$ cat src/rtl/opsum_fifo_ctrl_if.sv
// Handshake bundle between the opsum drain controller, the opsum FIFO and the GLB write port.
// master = controller view, slave = FIFO/GLB side view.
interface opsum_fifo_ctrl_if;
   logic        opsum_fifo_reset_i;
   logic        opsum_need_push_i;
   logic [4:0]  opsum_push_num_i;
   logic        opsum_permit_pop_i;
   logic        opsum_fifo_empty_i;
   logic [15:0] opsum_fifo_pop_data_i;
   logic [31:0] opsum_glb_base_addr_i;

   logic        opsum_fifo_reset_o;
   logic        opsum_fifo_pop_en_o;
   logic        opsum_glb_write_req_o;
   logic [31:0] opsum_glb_write_addr_o;
   logic [31:0] opsum_glb_write_data_o;
   logic [3:0]  opsum_glb_write_web_o;
   logic        opsum_fifo_done_o;

   modport master (
      input  opsum_fifo_reset_i,
      input  opsum_need_push_i,
      input  opsum_push_num_i,
      input  opsum_permit_pop_i,
      input  opsum_fifo_empty_i,
      input  opsum_fifo_pop_data_i,
      input  opsum_glb_base_addr_i,
      output opsum_fifo_reset_o,
      output opsum_fifo_pop_en_o,
      output opsum_glb_write_req_o,
      output opsum_glb_write_addr_o,
      output opsum_glb_write_data_o,
      output opsum_glb_write_web_o,
      output opsum_fifo_done_o
   );

   modport slave (
      output opsum_fifo_reset_i,
      output opsum_need_push_i,
      output opsum_push_num_i,
      output opsum_permit_pop_i,
      output opsum_fifo_empty_i,
      output opsum_fifo_pop_data_i,
      output opsum_glb_base_addr_i,
      input  opsum_fifo_reset_o,
      input  opsum_fifo_pop_en_o,
      input  opsum_glb_write_req_o,
      input  opsum_glb_write_addr_o,
      input  opsum_glb_write_data_o,
      input  opsum_glb_write_web_o,
      input  opsum_fifo_done_o
   );
endinterface

$ cat src/rtl/opsum_fifo_ctrl.sv
// Drains 16-bit psums from the opsum FIFO, packs them in pairs and writes each
// 32-bit word to the GLB at consecutive word addresses, then pulses done.
module opsum_fifo_ctrl (
   input logic               clk,
   input logic               rst_n,
   opsum_fifo_ctrl_if.master bus
);

   typedef enum logic [1:0] {
      IDLE  = 2'd0,
      FILL  = 2'd1,
      WRITE = 2'd2,
      DONE  = 2'd3
   } state_t;

   state_t      r_state;
   state_t      w_next_state;

   logic [4:0]  r_count;
   logic        r_slot;
   logic [31:0] r_pack;
   logic [31:0] r_addr;
   logic [3:0]  r_web;

   logic        w_flush;
   logic        w_start;
   logic        w_pop_en;
   logic        w_write_req;
   logic        w_grant;
   logic        w_done;
   logic [31:0] w_base_aligned;

   assign w_flush        = bus.opsum_fifo_reset_i;
   assign w_base_aligned = bus.opsum_glb_base_addr_i & 32'hFFFF_FFFC;
   assign w_start        = (r_state == IDLE) && bus.opsum_need_push_i;
   assign w_grant        = w_write_req && bus.opsum_permit_pop_i;

   // NOTE: async active-low reset lives in the sensitivity list; the state
   // register uses <= so every flop samples pre-edge values.
   always_ff @(posedge clk or negedge rst_n) begin
      if (!rst_n) begin
         r_state <= IDLE;
      end else begin
         r_state <= w_next_state;
      end
   end

   // NOTE: every output of this block gets a default first, so no path can
   // leave a signal unassigned and infer a latch.
   always_comb begin
      w_next_state = r_state;
      w_pop_en     = 1'b0;
      w_write_req  = 1'b0;
      w_done       = 1'b0;

      if (w_flush) begin
         w_next_state = IDLE;
      end else begin
         case (r_state)
            IDLE: begin
               if (bus.opsum_need_push_i) begin
                  w_next_state = (bus.opsum_push_num_i == 5'd0) ? DONE : FILL;
               end
            end
            FILL: begin
               w_pop_en = !bus.opsum_fifo_empty_i;
               // Leave FILL once the high half is written or the task runs out.
               if (w_pop_en && (r_slot || (r_count == 5'd1))) begin
                  w_next_state = WRITE;
               end
            end
            WRITE: begin
               w_write_req = 1'b1;
               if (bus.opsum_permit_pop_i) begin
                  w_next_state = (r_count == 5'd0) ? DONE : FILL;
               end
            end
            DONE: begin
               w_done       = 1'b1;
               w_next_state = IDLE;
            end
            default: begin
               w_next_state = IDLE;
            end
         endcase
      end
   end

   always_ff @(posedge clk or negedge rst_n) begin
      if (!rst_n) begin
         r_count <= 5'd0;
         r_slot  <= 1'b0;
         r_pack  <= 32'd0;
         r_addr  <= 32'd0;
         r_web   <= 4'd0;
      end else if (w_flush) begin
         r_count <= 5'd0;
         r_slot  <= 1'b0;
         r_pack  <= 32'd0;
         r_addr  <= 32'd0;
         r_web   <= 4'd0;
      end else if (w_start) begin
         r_count <= bus.opsum_push_num_i;
         r_addr  <= w_base_aligned;
         r_slot  <= 1'b0;
         r_pack  <= 32'd0;
      end else if (w_pop_en) begin
         if (r_slot) begin
            r_pack[31:16] <= bus.opsum_fifo_pop_data_i;
         end else begin
            r_pack[15:0]  <= bus.opsum_fifo_pop_data_i;
         end
         r_count <= r_count - 5'd1;
         r_slot  <= ~r_slot;
         // A low-half pop that ends FILL leaves an odd final psum.
         r_web   <= r_slot ? 4'b1111 : 4'b0011;
      end else if (w_grant) begin
         r_addr <= r_addr + 32'd4;
         r_pack <= 32'd0;
         r_slot <= 1'b0;
      end
   end

   assign bus.opsum_fifo_reset_o     = bus.opsum_fifo_reset_i;
   assign bus.opsum_fifo_pop_en_o    = w_pop_en;
   assign bus.opsum_glb_write_req_o  = w_write_req;
   assign bus.opsum_glb_write_addr_o = r_addr;
   assign bus.opsum_glb_write_data_o = r_pack;
   assign bus.opsum_glb_write_web_o  = r_web;
   assign bus.opsum_fifo_done_o      = w_done;

endmodule

$ cat src/flat_wrapper.sv
// flat-port wrapper written by rule: the top's interface ports become plain ports
module opsum_fifo_ctrl_flat 
  (clk, rst_n, bus_opsum_fifo_reset_i, bus_opsum_need_push_i, bus_opsum_push_num_i, bus_opsum_permit_pop_i, bus_opsum_fifo_empty_i, bus_opsum_fifo_pop_data_i, bus_opsum_glb_base_addr_i, bus_opsum_fifo_reset_o, bus_opsum_fifo_pop_en_o, bus_opsum_glb_write_req_o, bus_opsum_glb_write_addr_o, bus_opsum_glb_write_data_o, bus_opsum_glb_write_web_o, bus_opsum_fifo_done_o);
  opsum_fifo_ctrl_if bus_i ();
  input logic clk;
  input logic rst_n;
  input wire logic [$bits(bus_i.opsum_fifo_reset_i)-1:0] bus_opsum_fifo_reset_i;
  input wire logic [$bits(bus_i.opsum_need_push_i)-1:0] bus_opsum_need_push_i;
  input wire logic [$bits(bus_i.opsum_push_num_i)-1:0] bus_opsum_push_num_i;
  input wire logic [$bits(bus_i.opsum_permit_pop_i)-1:0] bus_opsum_permit_pop_i;
  input wire logic [$bits(bus_i.opsum_fifo_empty_i)-1:0] bus_opsum_fifo_empty_i;
  input wire logic [$bits(bus_i.opsum_fifo_pop_data_i)-1:0] bus_opsum_fifo_pop_data_i;
  input wire logic [$bits(bus_i.opsum_glb_base_addr_i)-1:0] bus_opsum_glb_base_addr_i;
  output wire logic [$bits(bus_i.opsum_fifo_reset_o)-1:0] bus_opsum_fifo_reset_o;
  output wire logic [$bits(bus_i.opsum_fifo_pop_en_o)-1:0] bus_opsum_fifo_pop_en_o;
  output wire logic [$bits(bus_i.opsum_glb_write_req_o)-1:0] bus_opsum_glb_write_req_o;
  output wire logic [$bits(bus_i.opsum_glb_write_addr_o)-1:0] bus_opsum_glb_write_addr_o;
  output wire logic [$bits(bus_i.opsum_glb_write_data_o)-1:0] bus_opsum_glb_write_data_o;
  output wire logic [$bits(bus_i.opsum_glb_write_web_o)-1:0] bus_opsum_glb_write_web_o;
  output wire logic [$bits(bus_i.opsum_fifo_done_o)-1:0] bus_opsum_fifo_done_o;
  assign bus_i.opsum_fifo_reset_i = bus_opsum_fifo_reset_i;
  assign bus_i.opsum_need_push_i = bus_opsum_need_push_i;
  assign bus_i.opsum_push_num_i = bus_opsum_push_num_i;
  assign bus_i.opsum_permit_pop_i = bus_opsum_permit_pop_i;
  assign bus_i.opsum_fifo_empty_i = bus_opsum_fifo_empty_i;
  assign bus_i.opsum_fifo_pop_data_i = bus_opsum_fifo_pop_data_i;
  assign bus_i.opsum_glb_base_addr_i = bus_opsum_glb_base_addr_i;
  assign bus_opsum_fifo_reset_o = bus_i.opsum_fifo_reset_o;
  assign bus_opsum_fifo_pop_en_o = bus_i.opsum_fifo_pop_en_o;
  assign bus_opsum_glb_write_req_o = bus_i.opsum_glb_write_req_o;
  assign bus_opsum_glb_write_addr_o = bus_i.opsum_glb_write_addr_o;
  assign bus_opsum_glb_write_data_o = bus_i.opsum_glb_write_data_o;
  assign bus_opsum_glb_write_web_o = bus_i.opsum_glb_write_web_o;
  assign bus_opsum_fifo_done_o = bus_i.opsum_fifo_done_o;
  opsum_fifo_ctrl u_core (.clk(clk), .rst_n(rst_n), .bus(bus_i));
endmodule
$ cat config.mk
export PLATFORM = sky130hd
export DESIGN_NAME = opsum_fifo_ctrl_flat
export DESIGN_NICKNAME = d
export VERILOG_FILES = /design/src/rtl/opsum_fifo_ctrl_if.sv /design/src/rtl/opsum_fifo_ctrl.sv /design/src/flat_wrapper.sv
export SDC_FILE = /design/constraint.sdc
export NUM_CORES = 1
export LEC_CHECK = 0
export CORE_MARGIN = 10
export CORE_UTILIZATION = 42
export CTS_CLUSTER_SIZE = 25
export DETAILED_ROUTE_END_ITERATION = 8
export MAX_ROUTING_LAYER = met4
export PLACE_DENSITY = 0.81
export SYNTH_ARGS = -nofsm -noshare
export SYNTH_HDL_FRONTEND = slang
export SYNTH_SLANG_ARGS = --single-unit
$ cat constraint.sdc
create_clock -name clk -period 1.58 [get_ports clk]
set_input_delay 0.316 -clock clk [delete_from_list [all_inputs] [get_ports clk]]
set_output_delay 0.316 -clock clk [all_outputs]
set_load 0.01 [all_outputs]
==> flow_metrics.env, run 1 <==
export IMPL_status="finished, violations left"
export IMPL_violations="negative hold slack, negative setup slack"
export IMPL_io_buffers=126
export IMPL_clkTransAtPathRegs_ns=0.08
export IMPL_via_per_inst=6.022
export IMPL_h_tree_depth=3
export IMPL_crit_fanout=4
export IMPL_ys_seq_area_share_pct=46.20
export IMPL_hp_class="in2async"
export IMPL_grt_max_degree=73
export IMPL_cp_num_buf_inv=2
export IMPL_cts_sinks=72
export IMPL_cts_root_buffer="clkbuf_8"
export IMPL_synth_most_common_cell="nand2_1"
export IMPL_crit_path_start_kind="flip-flop"
export IMPL_cp_common_cell="buf_6"
export IMPL_dp_cells=706
export IMPL_clockBufferDepth=2
export IMPL_p_per_area_nw_per_um2=681.9
export IMPL_finalHoldViolCount=8
export IMPL_grt_overflow_total=0
export IMPL_ys_seq_elements=72
export IMPL_timing_fmax_ghz=0.5209
export IMPL_cts_tree="yes"
export IMPL_clk_latency_ns=0.34
export IMPL_synth_edf_count=0
export IMPL_drtIter0Drc=483
export IMPL_period_needed_ns=1.920
export IMPL_dr_total_vias=4703
export IMPL_avgSynthCellArea_sq_um=9.242
export IMPL_place_gp_congestion=0.9332
export IMPL_crit_chain="buf_6, buf_6, nor3b_4, nand2_2, nor3_2, xnor2_1, a211oi_1"
export IMPL_nFillCells=563
export IMPL_rsz0062_at_grt="true"
export IMPL_row_count=35
export IMPL_setup_viol=72
export IMPL_post_dp_cell_area_sq_um=5791
export IMPL_antenna_found_initial=0
export IMPL_vdd_drop_max_v=0.0004636
export IMPL_cts_buffers=9
export IMPL_fp_dieW_microns=116.4
export IMPL_synth_area_sq_um=3900
export IMPL_dr_pass1_iters=5
export IMPL_slew_viol_final=0
export IMPL_grtUsageTotal_pct=22.19
export IMPL_min_period_over_period_pct=121.5
export IMPL_cpMaxStageDelayCell="dfrtp_2"
export IMPL_layout_drive_gt1_share_pct=40.51
export IMPL_crit_type="reg2reg"
export IMPL_finalInstanceArea_sq_um=7143
export IMPL_cp_data_arrival_time_ns=2.15
export IMPL_finalClockSkew_ns=0.01096
export IMPL_synth_async_reset_ratio_pct=100.0
export IMPL_slowest_delay_ns=0.43
export IMPL_ys_warnings_count=0
export IMPL_synthTopCellsByArea="dfrtp_1 46%, nand2_1 7.1%, o21ai_0 4.6%"
export IMPL_routed_wirelength_microns=17670
export IMPL_ioPinCount=131
export IMPL_dieArea_sq_um=13540
export IMPL_worst_slack_ns=-0.3399
export IMPL_final_cells=781
export IMPL_cp_top_family="simple AND/OR/NAND/NOR gates"
export IMPL_drv_cap=0
export IMPL_initial_utilization_pct=42.61
export IMPL_synthCells=422
export IMPL_wl_per_cell_microns=22.62
export IMPL_critical_path_endpoint_type="flip-flop"
export IMPL_synth_ff_type="dfrtp_1"
export IMPL_syn_to_final_growth_pct=83.16
export IMPL_core_sq_um=9153
export IMPL_synth_top_area_share_pct=46.20
export IMPL_ant_nets=0
export IMPL_yosys_area_top_type="dfrtp_1"
export IMPL_hold_slack_ns=-0.006063
export IMPL_fin_setup_tns_ns=-11.70
export IMPL_drc=0
export IMPL_synth_cell_types=63
export IMPL_p_leak_nw=3.743
export IMPL_required_ns=1.81
export IMPL_yosys_top_cells_count="74 x nand2_1, 72 x dfrtp_1, 41 x nor2_1"
export IMPL_grt_pass1_vias=4511
export IMPL_nets=727
export IMPL_grt_pass1_wl_microns=23410
export IMPL_die_h_microns=116.4
export IMPL_hpwl_microns=10080
==> layout by cell type, fill, tap and decap left out, types with 8 or more instances in the layout <==
cell type        count
o21ai_0             17
nand2_2             12
o21ai_2             12
dlygate4sd2_1       42
a21oi_1             13
a211oi_1            11
o21ai_1             10
dfrtp_1             65
buf_4               95
xnor2_1              8
nor3_1              10
nand2_1             57
clkbuf_8            10
dlymetal6s2s_1      23
buf_6               26
nor2_1              30
clkdlybuf4s50_1     53
==> where the power goes <==
group          total, mW  internal, mW  switching, mW
clock network       1.36         0.603          0.757
logic               1.47         0.749          0.720
registers           2.04          1.94          0.105
==> cell families (layout without fill, tap and decap cells) <==
kind of cell               Yosys count  after routing  synth area share (%)
DFF                                 72             72                 46.20
and+or+nand+nor                    188            190                 26.53
other                                1              3               0.09615
muxes                                3              3                0.8341
xor gates and xnor gates            15             15                 3.369
AOI/OAI and AO/OA                  104            104                 17.39
adders and majority gates            3              3                0.9626
buffers and inverters               36            280                 4.620
==> flip-flops by register name (all words and copies together), names as in the netlist <==
signal / count
u_core.bus.opsum_glb_write_addr_o: 30
u_core.r_slot: 1
u_core.r_count: 5
u_core.bus.opsum_glb_write_web_o: 2
u_core.r_state: 2
u_core.bus.opsum_glb_write_data_o: 32
==> metrics by stage <==
| step | total power [mW] | utilization, % | worst slack [ns] |
|---|---|---|---|
| after floorplan | 2.517 | - | -0.1026 |
| after global placement | 3.067 | 63.27 | -0.8525 |
| after detailed placement | 3.096 | 63.27 | -0.9526 |
| after CTS | 4.537 | 70.73 | -0.1974 |
| after global routing | 5.045 | 78.02 | -0.4511 |
| final | 4.871 | 78.05 | -0.3399 |
==> worst paths after layout <==
| check | from | endpoint | slack [ns] | cells after the start |
|---|---|---|---|---|
| setup / recovery | u_core.r_state[1] | u_core.bus.opsum_glb_write_addr_o[22] | -0.34 | 7 |
| hold / removal | rst_n | u_core.bus.opsum_glb_write_data_o[16] | -0.006 | 2 |
| setup reg to reg | u_core.r_state[1] | u_core.bus.opsum_glb_write_addr_o[22] | -0.34 | 7 |
| hold reg to reg | u_core.bus.opsum_glb_write_data_o[26] | u_core.bus.opsum_glb_write_data_o[26] | 0.49 | 2 |
| max in group asynchronous | rst_n | u_core.bus.opsum_glb_write_addr_o[28] | 1.24 | 2 |
| min in group clk | bus_opsum_fifo_reset_i | u_core.bus.opsum_glb_write_addr_o[15] | 0.41 | 3 |
==> routing by layer <==
metal / vias to the layer above / track usage [%] / wire length, microns
met2: 339 / 35.44 / 8380
met4: 0 / 7.506 / 705
met3: 62 / 5.547 / 1641
met1: 2303 / 26.84 / 6938
li1: 1999 / - / -
met5: - / - / 0
==> what timing repair did <==
action                     in CTS  in global routing
gates cloned                    2                  6
setup endpoints to repair     114                 94
hold buffers                    0                  0
gates resized for setup       144                116
pin swaps                      36                 52
setup buffers                  24                 31
==> area by class of cell <==
type                       instances  area, sq um  share of cell area [%]
timing repair buffer             259         2505                   35.07
multi-input combinational        317         2490                   34.86
sequential                        72         1810                   25.35
tap                              111        138.9                   1.944
clock buffer                      10        137.6                   1.927
clock inverter                     5        33.78                  0.4729
inverter                           6        25.02                  0.3503
antenna                            1        2.502                 0.03503
(Power assumes the default switching activity.)
==> inputs of run 2 (changes only) <==
--- a/config.mk
+++ b/config.mk
@@ -10,7 +10,7 @@
 export CTS_CLUSTER_SIZE = 25
 export DETAILED_ROUTE_END_ITERATION = 8
 export MAX_ROUTING_LAYER = met4
-export PLACE_DENSITY = 0.81
+export PLACE_DENSITY = 0.85
 export SYNTH_ARGS = -nofsm -noshare
 export SYNTH_HDL_FRONTEND = slang
 export SYNTH_SLANG_ARGS = --single-unit
==> run 2 against run 1 <==
The flow finishes with violations (negative setup slack). Utilization grew 1.4 points. Wire length grew 1.3%. Combinational power grew 3%. Flip-flop and latch count is the same.
==> flow_metrics.env, run 2 (synthesized netlist as in run 1, its figures left out) <==
export IMPL_status="finished, violations left"
export IMPL_violations="negative setup slack"
export IMPL_worst_slack_ns=-0.2416
export IMPL_largest_reg_flops=32
export IMPL_critical_path_endpoint_type="flip-flop"
export IMPL_dieArea_sq_um=13540
export IMPL_p_per_area_nw_per_um2=679.4
export IMPL_hold_slack_ns=0.4616
export IMPL_layout_drive_gt1_share_pct=42.86
export IMPL_h_tree_depth=3
export IMPL_dp_cells=707
export IMPL_cpMaxStageDelayCell="dfrtp_2"
export IMPL_ant_nets=0
export IMPL_cts_buffers=9
export IMPL_slowest_delay_ns=0.45
export IMPL_drtIter0Drc=404
export IMPL_routed_wirelength_microns=17890
export IMPL_grt_pass1_vias=4819
export IMPL_maxSlewHeadroom_pct=62.35
export IMPL_clk_latency_ns=0.36
export IMPL_place_gp_congestion=0.9718
export IMPL_via_per_inst=6.031
export IMPL_slew_viol_final=0
export IMPL_seq_power_share_pct=41.2
export IMPL_hpwl_microns=10220
export IMPL_nets=729
export IMPL_ioPinCount=131
export IMPL_grt_overflow_total=0
export IMPL_cp_top_family="simple AND/OR/NAND/NOR gates"
export IMPL_timing_fmax_ghz=0.5490
export IMPL_setup_viol=71
export IMPL_cp_common_cell="buf_6"
export IMPL_vdd_drop_max_v=0.0004171
export IMPL_clockBufferDepth=2
export IMPL_pwr_share_comb_pct=30.8
export IMPL_switchingPower_mw=1.586
export IMPL_hp_class="in2reg"
export IMPL_pre_cts_ws_ns=-0.9251
export IMPL_hold_start="bus_opsum_fifo_reset_i"
export IMPL_wl_per_cell_microns=22.85
export IMPL_fin_util_pct=79.43
export IMPL_dr_total_vias=4722
export IMPL_cts_tree="yes"
export IMPL_crit_type="reg2reg"
export IMPL_io_buffers=126
export IMPL_dr_pass1_iters=5
export IMPL_final_cell_mix="96 x buf_4, 66 x dfrtp_1, 62 x nand2_1, 55 x dlygate4sd2_1, 53 x clkdlybuf4s50_1"
export IMPL_crit_path_start_kind="flip-flop"
export IMPL_finalHoldViolCount=0
export IMPL_fin_setup_tns_ns=-9.646
export IMPL_required_ns=1.81
export IMPL_final_cells=783
export IMPL_grtUsageTotal_pct=24.21
export IMPL_finalInstanceArea_sq_um=7269
export IMPL_fp_dieW_microns=116.4
export IMPL_post_dp_cell_area_sq_um=5811
export IMPL_cts_root_buffer="clkbuf_8"
export IMPL_total_power_mw=4.939
export IMPL_p_int_mw=3.353
export IMPL_diodes=0
export IMPL_drv_cap=0
export IMPL_grt_pass1_wl_microns=25150
export IMPL_rsz0062_at_grt="true"
export IMPL_finalClockSkew_ns=0.008194
export IMPL_cp_data_arrival_time_ns=2.06
export IMPL_cp_num_buf_inv=3
export IMPL_grt_max_degree=28
export IMPL_initial_utilization_pct=42.61
export IMPL_reg2reg_from="u_core.r_state[0]"
export IMPL_core_sq_um=9153
export IMPL_crit_chain="buf_6, buf_6, or3b_4, buf_6, nand2_1, a2bb2oi_1, o21ai_1"
export IMPL_die_h_microns=116.4
export IMPL_min_period_over_period_pct=115.3
export IMPL_period_needed_ns=1.822
export IMPL_p_clk_share_pct=28.0
export IMPL_syn_to_final_growth_pct=86.40
export IMPL_antenna_found_initial=0
export IMPL_cts_sinks=72
export IMPL_crit_path_start="u_core.r_state[0]"
export IMPL_final_common_cell="buf_4"
export IMPL_timing_worst_slew_pin_value_ns=0.5648
export IMPL_crit_fanout=5
export IMPL_row_count=35
export IMPL_p_leak_nw=3.578
export IMPL_clkTransAtPathRegs_ns=0.08
export IMPL_switching_share_pct=32.12
export IMPL_drc=0
[run 2: changes by cell type in the layout (fill, tap and decap cells not counted), sizes merged, moves of 2 or more]
cell           previous run  this run
dlygate4sd2              42        55
dlymetal6s2s             23        10
buf                     133       138
clkbuf                   17        13
clkdlybuf4s15             0         2
[run 2: final timing paths]
check | to | slack [ns] | cells after the start
max | u_core.bus.opsum_glb_write_addr_o[24] | -0.24 | 7
max in group asynchronous | u_core.bus.opsum_glb_write_data_o[24] | 0.51 | 3
min reg2reg | u_core.bus.opsum_glb_write_data_o[22] | 0.49 | 2
min in group asynchronous | u_core.bus.opsum_glb_write_addr_o[15] | 0.50 | 2
max reg2reg | u_core.bus.opsum_glb_write_addr_o[24] | -0.24 | 7
min | u_core.bus.opsum_glb_write_addr_o[22] | 0.46 | 3
[run 2: metal layers]
layer / share of wire (%) / GRT usage, %
met1: 39 / 28.41
met2: 48 / 39.10
met3: 8.8 / 6.009
met4: 4.4 / 9.675
met5: 0 / -
[run 2: final cells by class]
| cell class | count | area (sq um) |
|---|---|---|
| Clock buffer | 11 | 151.4 |
| Timing Repair Buffer | 261 | 2496 |
| Fill cell | 537 | 1883 |
| Tap cell | 111 | 138.9 |
| Clock inverter | 5 | 31.28 |
| Inverter | 6 | 22.52 |
| Sequential cell | 72 | 1809 |
| Multi-Input combinational cell | 317 | 2620 |
[run 2: tightest hold or removal path, stage by stage]
cell and delay [ns]:
buf_2 0.11, buf_4 0.27, a211oi_2 0.07
[run 2: what timing repair did]
item                                    4_1_cts  5_1_grt
pin swaps                                    42       44
gates cloned                                  8        1
endpoints found under the setup margin      125       85
buffers inserted                             32       24
gates resized for setup                     186      105
hold endpoints to repair                     17        0
hold buffers                                  1        0
[run 2: power by group through the flow]
stage          clock [mW]  sequential (mW)  combinational, mW
3_3_place_gp            0             2.05               1.04
6_report             1.38             2.04               1.52
5_1_grt              1.48             2.04               1.60
2_1_floorplan           0             2.10              0.419
3_5_place_dp            0             2.06               1.06
4_1_cts              1.38             2.02               1.36
==> inputs of run 3 (changes only) <==
--- a/config.mk
+++ b/config.mk
@@ -5,7 +5,6 @@
 export SDC_FILE = /design/constraint.sdc
 export NUM_CORES = 1
 export LEC_CHECK = 0
-export CORE_MARGIN = 10
 export CORE_UTILIZATION = 42
 export CTS_CLUSTER_SIZE = 25
 export DETAILED_ROUTE_END_ITERATION = 8
==> run 3 against run 2 <==
The run ends with design-rule violations, negative setup slack left. Cell count is 1.1% higher. Sequential power is essentially flat. Critical endpoint is now u_core.bus.opsum_glb_write_addr_o[23]. Flip-flop and latch count unchanged.
==> flow_metrics.env, run 3 (synthesized netlist as in run 1, its figures left out) <==
export IMPL_status="finished, violations left"
export IMPL_violations="design-rule violations, negative setup slack"
export IMPL_min_period_over_period_pct=118.3
export IMPL_grt_pass1_wl_microns=22180
export IMPL_drv_cap=0
export IMPL_cts_buffers=9
export IMPL_ioPinCount=131
export IMPL_critical_path_endpoint_type="flip-flop"
export IMPL_cts_root_buffer="clkbuf_8"
export IMPL_use_met3_pct=5.369
export IMPL_via_per_inst=6.146
export IMPL_hpwl_microns=8956
export IMPL_switchingPower_mw=1.652
export IMPL_grt_overflow_total=0
export IMPL_die_h_microns=98.36
export IMPL_clockBufferDepth=2
export IMPL_grt_max_degree=73
export IMPL_crit_path_start_kind="flip-flop"
export IMPL_p_clk_share_pct=32.4
export IMPL_total_power_mw=5.322
export IMPL_final_common_cell="buf_4"
export IMPL_nFillCells=449
export IMPL_core_sq_um=8848
export IMPL_crit_fanout=5
export IMPL_cts_tree="yes"
export IMPL_required_ns=1.83
export IMPL_nets=739
export IMPL_drtIter0Drc=454
export IMPL_grt_use_met2_pct=50.87
export IMPL_dr_total_vias=4868
export IMPL_gr_usage_met1_pct=36.14
export IMPL_p_leak_nw=3.806
export IMPL_switching_share_pct=31.05
export IMPL_place_gp_congestion=0.8961
export IMPL_final_cells=792
export IMPL_pwr_share_comb_pct=29.3
export IMPL_fin_util_pct=83.23
export IMPL_p_int_mw=3.670
export IMPL_finalHoldViolCount=0
export IMPL_period_needed_ns=1.868
export IMPL_setup_viol=75
export IMPL_pre_cts_ws_ns=-0.8865
export IMPL_seq_power_share_pct=38.3
export IMPL_post_dp_cell_area_sq_um=5814
export IMPL_wl_per_cell_microns=22.41
export IMPL_initial_utilization_pct=44.08
export IMPL_fp_dieW_microns=98.36
export IMPL_layout_drive_gt1_share_pct=42.38
export IMPL_row_count=34
export IMPL_finalClockSkew_ns=0.01627
export IMPL_finalInstanceArea_sq_um=7365
export IMPL_clkTransAtPathRegs_ns=0.08
export IMPL_vdd_drop_max_v=0.0005091
export IMPL_rsz0062_at_grt="true"
export IMPL_dr_pass1_iters=9
export IMPL_largest_reg_flops=32
export IMPL_dieArea_sq_um=9675
export IMPL_syn_to_final_growth_pct=88.84
export IMPL_drc=12
export IMPL_timing_fmax_ghz=0.5352
export IMPL_routed_wirelength_microns=17750
export IMPL_worst_slack_ns=-0.2884
export IMPL_grt_pass1_vias=4471
export IMPL_p_per_area_nw_per_um2=722.6
export IMPL_slew_viol_final=0
export IMPL_antenna_found_initial=2
export IMPL_top_usage_layer="met2"
export IMPL_dp_cells=705
export IMPL_ant_nets=0
export IMPL_grtUsageTotal_pct=30.06
export IMPL_io_buffers=126
export IMPL_hp_class="reg2reg"
export IMPL_crit_type="reg2reg"
export IMPL_final_cell_mix="102 x buf_4, 67 x dfrtp_1, 60 x nand2_1, 55 x clkdlybuf4s50_1, 39 x dlygate4sd2_1"
export IMPL_h_tree_depth=3
export IMPL_cp_data_arrival_time_ns=2.11
export IMPL_clk_latency_ns=0.37
export IMPL_cts_sinks=72
[run 3: cell count changes in the layout (fill, tap and decap cells not counted), moves of 4 or more]
| cell | delta |
|---|---|
| o21ai_1 | +5 |
| nor3_2 | -4 |
| o21ai_2 | +4 |
| dlymetal6s2s_1 | +13 |
| a211oi_2 | -4 |
| buf_4 | +6 |
| o21ai_0 | -9 |
| a211oi_1 | +4 |
| nor2_1 | +4 |
| nor2_4 | -5 |
| buf_6 | +5 |
| dlygate4sd2_1 | -16 |
[run 3: power by group through the flow]
stage / combinational (mW) / sequential, mW / clock [mW]
after floorplan: 0.419 / 2.10 / 0
after global routing: 1.63 / 2.04 / 1.80
after detailed placement: 1.05 / 2.06 / 0
after CTS: 1.21 / 2.02 / 1.68
final: 1.56 / 2.04 / 1.73
after global placement: 1.02 / 2.05 / 0
[run 3: worst max-delay path: stages (launching register included)]
cell and delay [ns]:
dfrtp_1 0.41, and4_4 0.30, nand3_4 0.15, nor4_4 0.32
buf_4 0.20, buf_6 0.10, a221oi_2 0.05, nor4_2 0.22
[run 3: final cells by class]
type                            count  area [sq um]  area share (%)
Antenna cell                        2         5.005         0.06796
Clock buffer                       12         145.1           1.971
Clock inverter                      4         77.57           1.053
Inverter                            6         22.52          0.3058
Multi-Input combinational cell    316          2549           34.61
Sequential cell                    72          1808           24.55
Tap cell                          108         135.1           1.835
Timing Repair Buffer              272          2623           35.61
[run 3: path summary, 6_finish.rpt]
check | depth (start not counted) | from | slack [ns] | to
setup / recovery | 7 | u_core.bus.opsum_glb_write_addr_o[11] | -0.29 | u_core.bus.opsum_glb_write_addr_o[23]
hold / removal | 2 | u_core.bus.opsum_glb_write_data_o[19] | 0.49 | u_core.bus.opsum_glb_write_data_o[19]
setup reg to reg | 7 | u_core.bus.opsum_glb_write_addr_o[11] | -0.29 | u_core.bus.opsum_glb_write_addr_o[23]
hold reg to reg | 2 | u_core.bus.opsum_glb_write_data_o[19] | 0.49 | u_core.bus.opsum_glb_write_data_o[19]
max in group asynchronous | 3 | rst_n | 0.71 | u_core.bus.opsum_glb_write_addr_o[2]
min in group asynchronous | 3 | rst_n | 0.52 | u_core.bus.opsum_glb_write_data_o[22]
[run 3: layer usage]
layer,share of wire (%),vias to the layer above
met4,5.3,0
met5,0,-
met2,50,382
met1,35,2352
li1,-,2031
met3,9.1,103
[run 3: stage by stage]
| step | hold WS [ns] | setup TNS (ns) |
|---|---|---|
| 2_1_floorplan | 0.02041 | -0.5599 |
| 3_3_place_gp | 0.3717 | -35.74 |
| 3_5_place_dp | 0.3850 | -38.22 |
| 4_1_cts | 0.4745 | -5.249 |
| 5_1_grt | 0.5024 | -15.55 |
| 6_report | 0.4895 | -11.73 |
[run 3: timing repair]
action	in CTS	in global routing
setup buffers	30	35
hold buffers	1	0
pin swaps	32	60
gates cloned	1	6
endpoints found under the hold margin	7	0
resized for setup	145	141
setup endpoints to repair	113	97
